**config.mk**
```make
export PLATFORM = sky130hd
export DESIGN_NAME = div_bus_master_flat
export DESIGN_NICKNAME = d
export VERILOG_FILES = /design/src/rtl/div_bus_master_if.sv /design/src/rtl/div_bus_master.sv /design/src/flat_wrapper.sv
export SDC_FILE = /design/constraint.sdc
export NUM_CORES = 1
export LEC_CHECK = 0
export ABC_AREA = 1
export CORE_MARGIN = 2
export CORE_UTILIZATION = 38
export CTS_CLUSTER_DIAMETER = 100
export DETAILED_ROUTE_END_ITERATION = 10
export DONT_BUFFER_PORTS = 1
export MAX_ROUTING_LAYER = met4
export PLACE_DENSITY_LB_ADDON = 0.3
export SYNTH_ARGS = -nofsm -noshare
export SYNTH_HDL_FRONTEND = slang
export SYNTH_SLANG_ARGS = --single-unit
export TNS_END_PERCENT = 50
```
**constraint.sdc**
```tcl
create_clock -name clk -period 2.15 [get_ports clk]
set_input_delay 0.645 -clock clk [delete_from_list [all_inputs] [get_ports clk]]
set_output_delay 0.645 -clock clk [all_outputs]
set_load 0.01 [all_outputs]
```
**src/rtl/div_bus_master_if.sv**
```systemverilog
// Client request/response port plus peripheral bus of the divider job sequencer.
// The master modport is the sequencer side; the slave modport is the client and peripheral side.
interface div_bus_master_if;
    logic        req_valid;
    logic        req_ready;
    logic [15:0] op_a;
    logic [15:0] op_b;
    logic        rsp_valid;
    logic [31:0] rsp_data;
    logic        rsp_err;
    logic        busy;
    logic        cs;
    logic        rd;
    logic        wr;
    logic [4:0]  addr;
    logic [15:0] d_out;
    logic [31:0] d_in;

    modport master (
        input  req_valid, op_a, op_b, d_in,
        output req_ready, rsp_valid, rsp_data, rsp_err, busy,
        output cs, rd, wr, addr, d_out
    );

    modport slave (
        output req_valid, op_a, op_b, d_in,
        input  req_ready, rsp_valid, rsp_data, rsp_err, busy,
        input  cs, rd, wr, addr, d_out
    );
endinterface

```
**src/rtl/div_bus_master.sv**
```systemverilog
// Runs one divide job on the bus peripheral: write A/B, pulse init, poll done, read result.
// Response 9 cycles after accept when done on first poll; one job at a time, req_ready only in IDLE.
module div_bus_master #(
    parameter int POLL_GAP  = 2,
    parameter int MAX_POLLS = 64
) (
    input  logic            clk,
    input  logic            reset,
    div_bus_master_if.master bus
);

    localparam logic [4:0] ADDR_A    = 5'h04;
    localparam logic [4:0] ADDR_B    = 5'h08;
    localparam logic [4:0] ADDR_INIT = 5'h0C;
    localparam logic [4:0] ADDR_RES  = 5'h10;
    localparam logic [4:0] ADDR_DONE = 5'h14;

    localparam int GAP_W = (POLL_GAP < 2) ? 1 : $clog2(POLL_GAP);
    localparam logic [GAP_W-1:0] GAP_LAST  = GAP_W'((POLL_GAP > 0) ? POLL_GAP - 1 : 0);
    localparam logic [7:0]       MAX_P     = 8'(MAX_POLLS);

    typedef enum logic [3:0] {
        S_IDLE,
        S_WR_A,
        S_WR_B,
        S_WR_INIT1,
        S_WR_INIT0,
        S_POLL_RD,
        S_POLL_CHK,
        S_GAP,
        S_RES_RD,
        S_RES_CHK,
        S_RESP
    } state_e;

    state_e           state_q, state_d;
    logic [15:0]      a_q, a_d;
    logic [15:0]      b_q, b_d;
    logic [7:0]       poll_q, poll_d;
    logic [GAP_W-1:0] gap_q, gap_d;
    logic [31:0]      rsp_data_q, rsp_data_d;
    logic             rsp_err_q, rsp_err_d;
    logic             rsp_valid_q, rsp_valid_d;
    logic             req_ready_q, req_ready_d;
    logic             busy_q, busy_d;
    logic             cs_q, cs_d;
    logic             rd_q, rd_d;
    logic             wr_q, wr_d;
    logic [4:0]       addr_q, addr_d;
    logic [15:0]      dout_q, dout_d;

    // Next state and job bookkeeping.
    always_comb begin
        state_d    = state_q;
        a_d        = a_q;
        b_d        = b_q;
        poll_d     = poll_q;
        gap_d      = gap_q;
        rsp_data_d = rsp_data_q;
        rsp_err_d  = rsp_err_q;

        case (state_q)
            S_IDLE: begin
                if (bus.req_valid && req_ready_q) begin
                    a_d    = bus.op_a;
                    b_d    = bus.op_b;
                    poll_d = 8'd0;
                    gap_d  = '0;
                    if (bus.op_b == 16'd0) begin
                        state_d    = S_RESP;
                        rsp_err_d  = 1'b1;
                        rsp_data_d = 32'd0;
                    end else begin
                        state_d = S_WR_A;
                    end
                end
            end
            S_WR_A:     state_d = S_WR_B;
            S_WR_B:     state_d = S_WR_INIT1;
            S_WR_INIT1: state_d = S_WR_INIT0;
            S_WR_INIT0: state_d = S_POLL_RD;
            S_POLL_RD: begin
                poll_d  = poll_q + 8'd1;
                state_d = S_POLL_CHK;
            end
            S_POLL_CHK: begin
                // d_in holds the done register read issued in the previous cycle.
                if (bus.d_in[0]) begin
                    state_d = S_RES_RD;
                end else if (poll_q == MAX_P) begin
                    state_d    = S_RESP;
                    rsp_err_d  = 1'b1;
                    rsp_data_d = 32'd0;
                end else if (POLL_GAP > 0) begin
                    state_d = S_GAP;
                    gap_d   = '0;
                end else begin
                    state_d = S_POLL_RD;
                end
            end
            S_GAP: begin
                if (gap_q == GAP_LAST) begin
                    state_d = S_POLL_RD;
                end else begin
                    gap_d = gap_q + 1'b1;
                end
            end
            S_RES_RD:   state_d = S_RES_CHK;
            S_RES_CHK: begin
                rsp_data_d = bus.d_in;
                rsp_err_d  = 1'b0;
                state_d    = S_RESP;
            end
            S_RESP:     state_d = S_IDLE;
            default:    state_d = S_IDLE;
        endcase
    end

    // Outputs are decoded from the upcoming state so every output is a plain flop.
    always_comb begin
        cs_d        = 1'b0;
        rd_d        = 1'b0;
        wr_d        = 1'b0;
        addr_d      = 5'h00;
        dout_d      = 16'h0000;
        rsp_valid_d = (state_d == S_RESP);
        req_ready_d = (state_d == S_IDLE);
        busy_d      = (state_d != S_IDLE);

        case (state_d)
            S_WR_A: begin
                cs_d   = 1'b1;
                wr_d   = 1'b1;
                addr_d = ADDR_A;
                dout_d = a_d;
            end
            S_WR_B: begin
                cs_d   = 1'b1;
                wr_d   = 1'b1;
                addr_d = ADDR_B;
                dout_d = b_d;
            end
            S_WR_INIT1: begin
                cs_d   = 1'b1;
                wr_d   = 1'b1;
                addr_d = ADDR_INIT;
                dout_d = 16'h0001;
            end
            S_WR_INIT0: begin
                cs_d   = 1'b1;
                wr_d   = 1'b1;
                addr_d = ADDR_INIT;
                dout_d = 16'h0000;
            end
            S_POLL_RD: begin
                cs_d   = 1'b1;
                rd_d   = 1'b1;
                addr_d = ADDR_DONE;
            end
            S_RES_RD: begin
                cs_d   = 1'b1;
                rd_d   = 1'b1;
                addr_d = ADDR_RES;
            end
            default: ;
        endcase
    end

    always_ff @(posedge clk or negedge reset) begin
        if (!reset) begin
            state_q     <= S_IDLE;
            a_q         <= 16'h0000;
            b_q         <= 16'h0000;
            poll_q      <= 8'd0;
            gap_q       <= '0;
            rsp_data_q  <= 32'd0;
            rsp_err_q   <= 1'b0;
            rsp_valid_q <= 1'b0;
            req_ready_q <= 1'b0;
            busy_q      <= 1'b0;
            cs_q        <= 1'b0;
            rd_q        <= 1'b0;
            wr_q        <= 1'b0;
            addr_q      <= 5'h00;
            dout_q      <= 16'h0000;
        end else begin
            state_q     <= state_d;
            a_q         <= a_d;
            b_q         <= b_d;
            poll_q      <= poll_d;
            gap_q       <= gap_d;
            rsp_data_q  <= rsp_data_d;
            rsp_err_q   <= rsp_err_d;
            rsp_valid_q <= rsp_valid_d;
            req_ready_q <= req_ready_d;
            busy_q      <= busy_d;
            cs_q        <= cs_d;
            rd_q        <= rd_d;
            wr_q        <= wr_d;
            addr_q      <= addr_d;
            dout_q      <= dout_d;
        end
    end

    assign bus.req_ready = req_ready_q;
    assign bus.rsp_valid = rsp_valid_q;
    assign bus.rsp_data  = rsp_data_q;
    assign bus.rsp_err   = rsp_err_q;
    assign bus.busy      = busy_q;
    assign bus.cs        = cs_q;
    assign bus.rd        = rd_q;
    assign bus.wr        = wr_q;
    assign bus.addr      = addr_q;
    assign bus.d_out     = dout_q;

endmodule

```
**src/flat_wrapper.sv**
```systemverilog
// flat-port wrapper written by rule: the top's interface ports become plain ports
module div_bus_master_flat 
#(
    parameter int POLL_GAP  = 2,
    parameter int MAX_POLLS = 64
)
  (clk, reset, bus_req_valid, bus_op_a, bus_op_b, bus_d_in, bus_req_ready, bus_rsp_valid, bus_rsp_data, bus_rsp_err, bus_busy, bus_cs, bus_rd, bus_wr, bus_addr, bus_d_out);
  div_bus_master_if bus_i ();
  input  logic clk;
  input  logic reset;
  input wire logic [$bits(bus_i.req_valid)-1:0] bus_req_valid;
  input wire logic [$bits(bus_i.op_a)-1:0] bus_op_a;
  input wire logic [$bits(bus_i.op_b)-1:0] bus_op_b;
  input wire logic [$bits(bus_i.d_in)-1:0] bus_d_in;
  output wire logic [$bits(bus_i.req_ready)-1:0] bus_req_ready;
  output wire logic [$bits(bus_i.rsp_valid)-1:0] bus_rsp_valid;
  output wire logic [$bits(bus_i.rsp_data)-1:0] bus_rsp_data;
  output wire logic [$bits(bus_i.rsp_err)-1:0] bus_rsp_err;
  output wire logic [$bits(bus_i.busy)-1:0] bus_busy;
  output wire logic [$bits(bus_i.cs)-1:0] bus_cs;
  output wire logic [$bits(bus_i.rd)-1:0] bus_rd;
  output wire logic [$bits(bus_i.wr)-1:0] bus_wr;
  output wire logic [$bits(bus_i.addr)-1:0] bus_addr;
  output wire logic [$bits(bus_i.d_out)-1:0] bus_d_out;
  assign bus_i.req_valid = bus_req_valid;
  assign bus_i.op_a = bus_op_a;
  assign bus_i.op_b = bus_op_b;
  assign bus_i.d_in = bus_d_in;
  assign bus_req_ready = bus_i.req_ready;
  assign bus_rsp_valid = bus_i.rsp_valid;
  assign bus_rsp_data = bus_i.rsp_data;
  assign bus_rsp_err = bus_i.rsp_err;
  assign bus_busy = bus_i.busy;
  assign bus_cs = bus_i.cs;
  assign bus_rd = bus_i.rd;
  assign bus_wr = bus_i.wr;
  assign bus_addr = bus_i.addr;
  assign bus_d_out = bus_i.d_out;
  div_bus_master #(.POLL_GAP(POLL_GAP), .MAX_POLLS(MAX_POLLS)) u_core (.clk(clk), .reset(reset), .bus(bus_i));
endmodule
```
Yosys cells after proc, flatten, opt, wreduce, memory -nomap -nowiden
Cells that the tools add are included.
- $add $sub $neg: 2
- equality and inequality tests: 22
- mux-type cells: 32
- reduce and logical (&&, ||, !) cells: 15
- operators with widths (cell ; number):
    $mux W32 ; 4
    $pmux W32 S3 ; 1
    $mux W16 ; 4
    $pmux W16 S3 ; 1
    $pmux W4 S10 ; 1
    $pmux W5 S5 ; 1
    $eq A4 B3 Y1 const B ; 6
    $mux W4 ; 5
    $eq A4 B2 Y1 const B ; 4
    $eq A4 B4 Y1 const B ; 4
    $logic_not A16 Y1 ; 1
    $pmux W8 S2 ; 1
    $mux W1 ; 11
    $add A8 B1 Y8 const B ; 1
    $eq A4 B1 Y1 const B ; 2
    $eq A8 B7 Y1 const B ; 1
    $logic_not A4 Y1 ; 2
    $mux W8 ; 1
    $ne A2 B1 Y1 const B ; 3
    $pmux W1 S3 ; 2
    $reduce_bool A3 Y1 ; 2
    $reduce_or A6 Y1 ; 1
    $reduce_and A5 Y1 ; 1
    $ne A2 B2 Y1 const B ; 2
    8 further kinds ; 9
- output and inout bits: 60
- word-level logic and storage cells: 86
- register bits after elaboration: 105

Logic depth before layout (Yosys ltp)
Gate-level depths: netlist of the first run.
- word-level depth: 7
- gate-level depth with buffers: 10

Least setup slack after synthesis of the first run
No wires, ideal clock.
- kind: input-to-reg
- start point: in bus_op_b[3]
- end point: reg u_core.cs_q, in the netlist u_core.bus.cs
- path buffers: 1
- stages: 9
- data arrival time: 1496 ps
- data required time: 2020 ps
- slack: 524 ps
- path through: nor2_1 nand2_1 nor2_1 nand2_1 nand2_1 inv_2 buf_2 nor3_1 nand3_1
- cells in the longest elaborated chain, start to end: 7
- elaborated cells on any way between the ends: 12
- RTL lines (what ; RTL line ; RTL):
    start, declared ; flat_wrapper.sv:13 ; input wire logic [$bits(bus_i.op_b)-1:0] bus_op_b;
    $logic_not A16 Y1 (*) ; div_bus_master.sv:69 ; if (bus.op_b == 16'd0) begin
    $mux W4 (*) ; div_bus_master.sv:69 ;
    $mux W4 (*) ; div_bus_master.sv:64 ; if (bus.req_valid && req_ready_q) begin
    $pmux W4 S10 (*) ; div_bus_master.sv:62 ; case (state_q)
    $eq A4 B3 Y1 (tied with other cells) ; div_bus_master.sv:130 ; case (state_d)
    $reduce_or A6 Y1 (no source line) (*) ; - ;
    $mux W1 (*) ; div_bus_master.sv:130 ;
    via u_core.cs_d ; div_bus_master.sv:46 ; logic cs_q, cs_d;
    end signal, assigned ; div_bus_master.sv:197 ; cs_q <= cs_d;
    end, declared ; div_bus_master.sv:46 ;
The timed path passes the listed nets; every way through them passes the cells marked *.
A chain may end at the register's enable or synchronous reset.

Final worst setup path of the first run
- start point: reg u_core.poll_q[0]
- end point: reg u_core.addr_q[2], in the netlist u_core.bus.addr[2]
- cells in the longest elaborated chain, start to end: 7
- elaborated cells on any way between the ends: 12
- RTL lines (what ; RTL line ; RTL):
    start, declared ; div_bus_master.sv:39 ; logic [7:0] poll_q, poll_d;
    start signal, assigned ; div_bus_master.sv:190 ; poll_q <= poll_d;
    $eq A8 B7 Y1 (*) ; div_bus_master.sv:90 ; end else if (poll_q == MAX_P) begin
    $mux W4 (*) ; div_bus_master.sv:90 ;
    $mux W4 (*) ; div_bus_master.sv:88 ; if (bus.d_in[0]) begin
    $pmux W4 S10 (*) ; div_bus_master.sv:62 ;
    via u_core.state_d[0] ; div_bus_master.sv:36 ; state_e state_q, state_d;
    $eq A4 B3 Y1 / $eq A4 B2 Y1 (equally long branches) ; div_bus_master.sv:130 ;
    $reduce_or A2 Y1 (no source line) ; - ;
    $pmux W5 S5 (*) ; div_bus_master.sv:130 ;
    via u_core.addr_d[2] ; div_bus_master.sv:49 ; logic [4:0] addr_q, addr_d;
    end signal, assigned ; div_bus_master.sv:200 ; addr_q <= addr_d;
    end, declared ; div_bus_master.sv:49 ;
Marks and branches as above.

==> results.md, run 1 <==
* Post-synthesis sequential area ratio at 59.1%
* Number of buffers added on ports at 0
* Critical Path RT at roughly 2400 ps
* Asr flop ratio synth at 100%
* Relative slew slack at approximately three fifths
* # resized after CTS at 0
* Largest net degree at the start of global routing at approximately 100
* Synth warnings at 0
* Top fanout value on the critical path at 5
* Core Box Area at ~11000 um2
* Cell variety after synth at 32
* Placed insts at 613
* Global-route wire length before repair at 15800 um
* Family with the most delay on the worst path: simple AND/OR/NAND/NOR gates
* Crit path kind: register to register
* Flip-flop and latch count after synthesis at about 100
* Startpoint types: register
* Max_cap viols at 0
* DR iter-0 viols at 207
* Die height at 111 um
* Critical path endpoint category: register
* Syn avg cell area at around 9.0 um2
* P&R area growth vs syn at 9.42%
* Root buffer cell: clkbuf_16
* Drt first pass iters at 4
* WP buf/inv at 2
* Flop2flop setup slack at 320 ps
* Tot GR Track Use at 16.3%
* Final cell count without fillers at 629
* CP max stage cell: dfrtp_1
* RR Startpoint: u_core.poll_q[0]
* DIE AREA at 12300 um2
* Crit share post-route at 85.2%
* Inserted Clock Buffers at 9
* Reg2reg end: u_core.bus.addr[2]
* Arr. time, crit path at ~2000 ps
* Final Skew at ~8.0 ps
* # diodes at 0
* Clock sink count at about 100
* HPWL Detailed at 6320 um
* CTS tree: yes
* Final hold violations at 21
* Post-layout min period at 1830 ps
* Vias in the first global route at 3080
* Fin util at 42.1%
* Share of the synthesized area in the top cell type at 59.1%
* Power per cell area at 1450 nW/um2
* Status: finished with violations
* DR WL/cell at about 15 um
* Mapped Cells at about 480
* Cell taking the most area after synthesis: dfrtp_1
* Reg clk slew, reported paths at roughly 70 ps
* Ys flop type: dfrtp_1
* Total Nets Final at 550
* Routability cong. at 0.825
* Vias per cell at 4.83
* P_leak at approximately 2.6 nW
* Post-CTS Setup Inserts at 0
* Final Routed Wirelength at 9240 um
* Max Freq at 546 MHz
* Worst Tran Pin Value at 613 ps
* Number of routed nets with antenna violations at 0
* Worst path most repeated cell: nand2_1
* Total gr overflow at 0
* Die Wd at around 110 um
* Number of enable flip-flop cells after synthesis at 0
* Worst-path cell chain: inv_1 -> ha_1 -> nor3b_4 -> nand2_1 -> nand3_1 -> nand2_1 -> nor2_1 -> inv_1 -> nand2_1 -> nand2_1
* Leading post-synthesis cells by cell area: dfrtp_1, nand2_1, a22o_1
* # rows at 39
* Setup TNS Final at 0 ps
* # IOs at 127
* Worst min path class: input port to async pin
* VDD IR max at about 0.00059 V
* Count of pins over their slew limit at 0
* Clk_lat worst skew at 340 ps
* DRC at 0
* Via count at 3036
* Clock tree buffer depth at 2
* CTS HTree Levels at 3
* Initial antenna violation count at 0
* Finish-stage setup viols at 0
* Hold slack at -8.95 ps
* CP max stage delay at 400 ps
* Initial core utilization at 38.5%
* Netlist Area Pre-Place at around 4400 um2
* Failing checks: negative hold slack
* Share of cells above drive strength 1 at 9.47%
* Unrepaired setup endpoints after global routing: false
* Register-to-Register Path Depth at 10
synth_stat cells (3+ instances only):
| cell type | count |
|---|---|
| dfrtp_1 | 103 |
| a22o_1 | 15 |
| nand2_1 | 236 |
| clkbuf_1 | 3 |
| buf_2 | 4 |
| buf_6 | 4 |
| buf_4 | 4 |
| nor2_1 | 24 |
| nand3_1 | 15 |
| o21ai_0 | 6 |
| inv_1 | 26 |
| nand2_4 | 3 |
| inv_2 | 6 |
| nand2_2 | 8 |
| nor2_4 | 4 |
area by class of cell:
class / instances / area, um2
fillers: 1123 / 6550
flip-flops and latches: 103 / 2580
multi-input cells: 332 / 1540
clock buffers: 11 / 243
well taps: 143 / 179
inverters: 32 / 120
clock inverters: 5 / 88.8
repair buffers: 3 / 22.5
kinds of logic (layout without fill, tap and decap cells):
| group | Yosys count | after routing | share of synthesized area, % |
|---|---|---|---|
| buffers and inverters | 48 | 51 | 5.66 |
| other | 1 | 2 | 0.0861 |
| and+or+nand+nor | 298 | 298 | 29.1 |
| adders and majority gates | 2 | 2 | 0.574 |
| DFF | 103 | 103 | 59.1 |
| xor gates and xnor gates | 1 | 1 | 0.201 |
| muxes | 1 | 1 | 0.230 |
| AOI/OAI and AO/OA | 28 | 28 | 4.97 |
how the worst max path moves through the flow:
stage / slack, ps / cells past startpoint / end / startpoint
2_1_floorplan: 520 / 9 / u_core.bus.cs / bus_op_b[3]
3_3_place_gp: 100 / 10 / u_core.bus.addr[2] / bus_op_b[3]
3_5_place_dp: 140 / 10 / u_core.bus.addr[2] / bus_op_b[3]
4_1_cts: 290 / 10 / u_core.bus.addr[2] / u_core.poll_q[0]
5_1_grt: 130 / 10 / u_core.bus.addr[2] / u_core.poll_q[0]
6_report: 320 / 10 / u_core.bus.addr[2] / u_core.poll_q[0]
per-stage QoR:
step | power, W | cell area [um2] | setup slack, ps
after floorplan | 0.00484 | 4360 | 524
after global placement | 0.00512 | 4440 | 101
after detailed placement | 0.00517 | 4440 | 138
after CTS | 0.00700 | 4770 | 294
after global routing | 0.00745 | 4770 | 130
final | 0.00691 | 4770 | 318
layout by cell type (no fill, tap or decap), types with 2 or more instances in the layout:
master | netlist | final
bufinv_16 | 0 | 2
buf_4 | 4 | 3
nand2_1 | 236 | 236
nor2_4 | 4 | 4
nor2_2 | 2 | 2
nand2_2 | 8 | 8
o21ai_0 | 6 | 6
a21oi_1 | 2 | 2
ha_1 | 2 | 2
nand2_4 | 3 | 3
conb_1 | 1 | 2
inv_1 | 26 | 26
nor2_1 | 24 | 24
dfrtp_1 | 103 | 103
clkbuf_16 | 0 | 9
nand3_1 | 15 | 15
inv_2 | 6 | 6
a22o_1 | 15 | 15
o21bai_1 | 2 | 2
sequential cells by signal, summed over array words and instances, names as in the netlist:
signal and count:
u_core.b_q 16, u_core.a_q 16, u_core.bus.addr 3, u_core.poll_q 8, u_core.bus.rsp_err 1, u_core.bus.rd 1, u_core.bus.d_out 16, u_core.bus.cs 1
u_core.gap_q 1, u_core.bus.rsp_valid 1, u_core.state_q 4, u_core.bus.wr 1, u_core.bus.rsp_data 32, u_core.bus.req_ready 1, u_core.bus.busy 1
report_power, final:
group	internal (W)	total, W	switching [W]	leakage (nW)
Combinational	0.000636	0.00190	0.00127	1.09
Clock	0.00107	0.00179	0.000723	0.162
Sequential	0.00265	0.00321	0.000562	1.36
Total	0.00435	0.00691	0.00255	2.62
routing by layer:
layer  GRT usage, %  wire length (um)  part of all wire (%)
met1           22.4              4310                    47
met2           24.2              4290                    46
met3           3.66               477                   5.2
met4           5.51               159                   1.7
met5              -                 0                     0
No activity file was read; power rests on OpenSTA's default activity.
==> run 2: changes to the inputs <==
--- a/config.mk
+++ b/config.mk
@@ -5,7 +5,6 @@
 export SDC_FILE = /design/constraint.sdc
 export NUM_CORES = 1
 export LEC_CHECK = 0
-export ABC_AREA = 1
 export CORE_MARGIN = 2
 export CORE_UTILIZATION = 38
 export CTS_CLUSTER_DIAMETER = 100
==> run 2 against run 1 <==
Compared with the run above:
- the run still ends with negative hold slack left
- setup slack got worse by 130 ps
- flip-flop and latch count unchanged
- power fell by 3.6%
- sequential share of layout area grew 1.9 points
- critical path depth decreased by 2
- utilization increased by 0.78 points
- fmax shrank 6.8%
- non-clock buffer count grew 14
- via count decreased by 8.3%
- first-iteration DRC count down 14%
- count of clock-buffer cells in the layout decreased by 1
- critical path type unchanged
- highest routed layer unchanged
==> results.md, run 2 <==
* Crit share post-route at 91.4% (+6.2 points)
* Most common cell after layout, fill and taps aside: nand2_1
* Simple-gate portion of the synthesized area at 18.9% (-10 points)
* Netlist Area Pre-Place at 4140 um2 (-5.1%)
* Critical path endpoint category: register
* Tot GR Track Use at 17.3% (+1.0 points)
* Largest register FFs at 32 (unchanged)
* # IOs at 127 (unchanged)
* Clock sink count at 103 (unchanged)
* Flip-flop and latch count after synthesis at 103 (unchanged)
* Share of the synthesized area in the top cell type at 62.3% (+3.2 points)
* Number of buffers added on ports at 0 (unchanged)
* Syn avg cell area at 11.1 um2 (+23%)
* Global-route wire length before repair at 15100 um (-4.4%)
* Number of routed nets with antenna violations at 0 (unchanged)
* Die Wd at 108 um (-2.5%)
* Reg clk slew, reported paths at 100 ps (+30 ps)
* Initial antenna violation count at 0 (unchanged)
* Sequential cell area at 2580 um2 (unchanged)
* Root buffer cell: clkbuf_8
* Largest family of logic cells by synthesized area: simple AND/OR/NAND/NOR gates
* CP max stage delay at 410 ps (about the same)
* Vias per cell at 5.31 (+10%)
* Cell taking the most area after synthesis: dfrtp_1
* Total gr overflow at 0 (unchanged)
* Clk_lat worst skew at 360 ps (+20 ps)
* DIE AREA at 11700 um2 (-4.9%)
* Fin util at 42.9% (+0.78 points)
* CTS HTree Levels at 3 (unchanged)
* Commonest non-fill, non-tap cells in the layout: nand2_1, dfrtp_1, a22o_1
* Share of cells above drive strength 1 at 12.8% (+3.3 points)
* Worst-path cell chain: inv_1 -> ha_1 -> nor3b_4 -> a21oi_1 -> o22ai_1 -> a21oi_2 -> buf_12 -> a22o_1
* CTS tree: yes
* DR iter-0 viols at 178 (-14%)
* Final Routed Wirelength at 9310 um (+0.70%)
* Synth Area in Adders at 0.605% (+0.031 points)
* XOR/XNOR Fraction of Synth Area at 0.212% (+0.011 points)
* Status: finished with violations
* Worst min path class: input port to async pin
* Critical Path RT at 2400 ps (+30 ps)
* Drt first pass iters at 4 (unchanged)
* Ys flop type: dfrtp_1
* HPWL Detailed at 6300 um (-0.32%)
* Synth warnings at 0 (unchanged)
* Synth top cells by count: nand2_1, dfrtp_1, a22o_1, a32o_1, nor2_1
* Routability cong. at 0.811 (-1.6%)
* Hold slack at -41.5 ps (-32.5 ps)
* Count of pins over their slew limit at 0 (unchanged)
* # diodes at 0 (unchanged)
* Mapped Cells at 371 (-23%)
* Multi-input logic area at 1470 um2 (-4.7%)
* Post-synthesis compound-gate area fraction at 15.0% (+10 points)
* P_leak at 2.20 nW (-16%)
* Final hold violations at 78 (+270%)
* Unrepaired setup endpoints after global routing: false
* Number of enable flip-flop cells after synthesis at 0 (unchanged)
* Top fanout value on the critical path at 33 (+28)
* Crit path kind: register to register
* Clock tree buffer depth at 2 (unchanged)
* Leading post-synthesis cells by cell area: dfrtp_1, nand2_1, a22o_1
* Startpoint types: register
* Multiplexer share of the synthesized area at 0% (-0.23 points)
* Post-synthesis sequential area ratio at 62.3% (+3.2 points)
* Max Freq at 509 MHz (-6.8%)
* P&R area growth vs syn at 11.5%
* Most frequent cell after synthesis: nand2_1
* Post-layout min period at 1960 ps (+133 ps)
* Filler cell count at 1031 (-8.2%)
* VDD IR max at 0.000550 V (-6.3%)
* Finish-stage setup viols at 0 (unchanged)
* Vias in the first global route at 2821 (-8.4%)
* Via count at 2783 (-8.3%)
* Place WS at -2.55 ps (-140 ps)
* Die height at 108 um (-2.5%)
* Failing checks: negative hold slack
* DRC at 0 (unchanged)
* Core Box Area at 10700 um2 (-5.1%)
* DR WL/cell at 17.8 um (+21%)
* Inserted Clock Buffers at 9 (unchanged)
* Asr flop ratio synth at 100% (unchanged)
* # rows at 38 (-2.6%)
* Max_cap viols at 0 (unchanged)
* Final setup margin at 185 ps (-133 ps)
* Cell variety after synth at 46 (+44%)
* CP max stage cell: dfrtp_1
* Power per cell area at 1440 nW/um2 (-0.33%)
* Final Skew at 12.1 ps (+4.05 ps)
* Total Nets Final at 448 (-19%)
* Arr. time, crit path at 2210 ps (+150 ps)
* Initial core utilization at 38.5% (about the same)
* Pwr Total at 0.00665 W (-3.6%)
* Largest net degree at the start of global routing at 104 (unchanged)
-- run 2: area by class of cell --
cell class | count | area share, %
flip-flops and latches | 103 | 55.9
multi-input cells | 243 | 31.8
well taps | 140 | 3.80
repair buffers | 17 | 3.31
clock buffers | 10 | 2.77
clock inverters | 6 | 2.01
inverters | 5 | 0.407
-- run 2: routing by layer --
metal / global-route usage (%) / wire length [um] / share of wire, %
met2: 25.1 / 4360 / 47
met4: 6.04 / 147 / 1.6
met3: 4.70 / 526 / 5.7
met1: 23.7 / 4270 / 46
met5: - / 0 / 0
-- run 2: metrics by stage --
stage / cells / setup TNS [ps] / area (um2)
finish: 524 / 0 / 4610
global placement: 502 / 0 / 4320
global route: 524 / 0 / 4610
detailed placement: 502 / -2.55 / 4320
floorplan: 372 / 0 / 4140
CTS: 520 / 0 / 4560
-- run 2: path summary, 6_finish.rpt --
check	startpoint	end	slack [ps]	cells after the start
max in group asynchronous	reset	u_core.state_q[2]	2000	0
worst max register to register	u_core.poll_q[1]	u_core.bus.rsp_data[3]	190	8
worst min register to register	u_core.a_q[12]	u_core.a_q[12]	480	2
min in group clk	bus_op_b[0]	u_core.b_q[0]	400	2
worst min-delay path	reset	u_core.bus.d_out[9]	-40	0
worst max-delay path	u_core.poll_q[1]	u_core.bus.rsp_data[3]	190	8
-- run 2: power by group --
group	switching [W]	internal (W)	leakage (nW)
Clock	0.000663	0.000662	0.103
Combinational	0.00108	0.000941	0.752
Sequential	0.000613	0.00269	1.35
Total	0.00236	0.00429	2.20
-- run 2: critical path: cells and delay by family, from the launching register on --
family | cells | cell delay, ps
DFF | 1 | 410
AOI/OAI and AO/OA | 4 | 770
buffers and inverters | 2 | 280
adders and majority gates | 1 | 150
and+or+nand+nor | 1 | 240
-- run 2: kinds of logic (layout without fill, tap and decap cells) --
logic type | count (synthesis) | in the layout
AND/OR/NAND/NOR | 162 | 162
flip-flops | 103 | 103
AO/OA/AOI/OAI | 76 | 76
buffers and inverters | 26 | 38
adder cells (fa/ha/maj) | 2 | 2
other | 1 | 2
XOR/XNOR | 1 | 1
-- run 2: repair_timing --
action,CTS,global route
endpoints found under the setup margin,1,6
buffers inserted,2,4
resized for setup,0,3
pin swaps,1,2
endpoints found under the hold margin,103,103
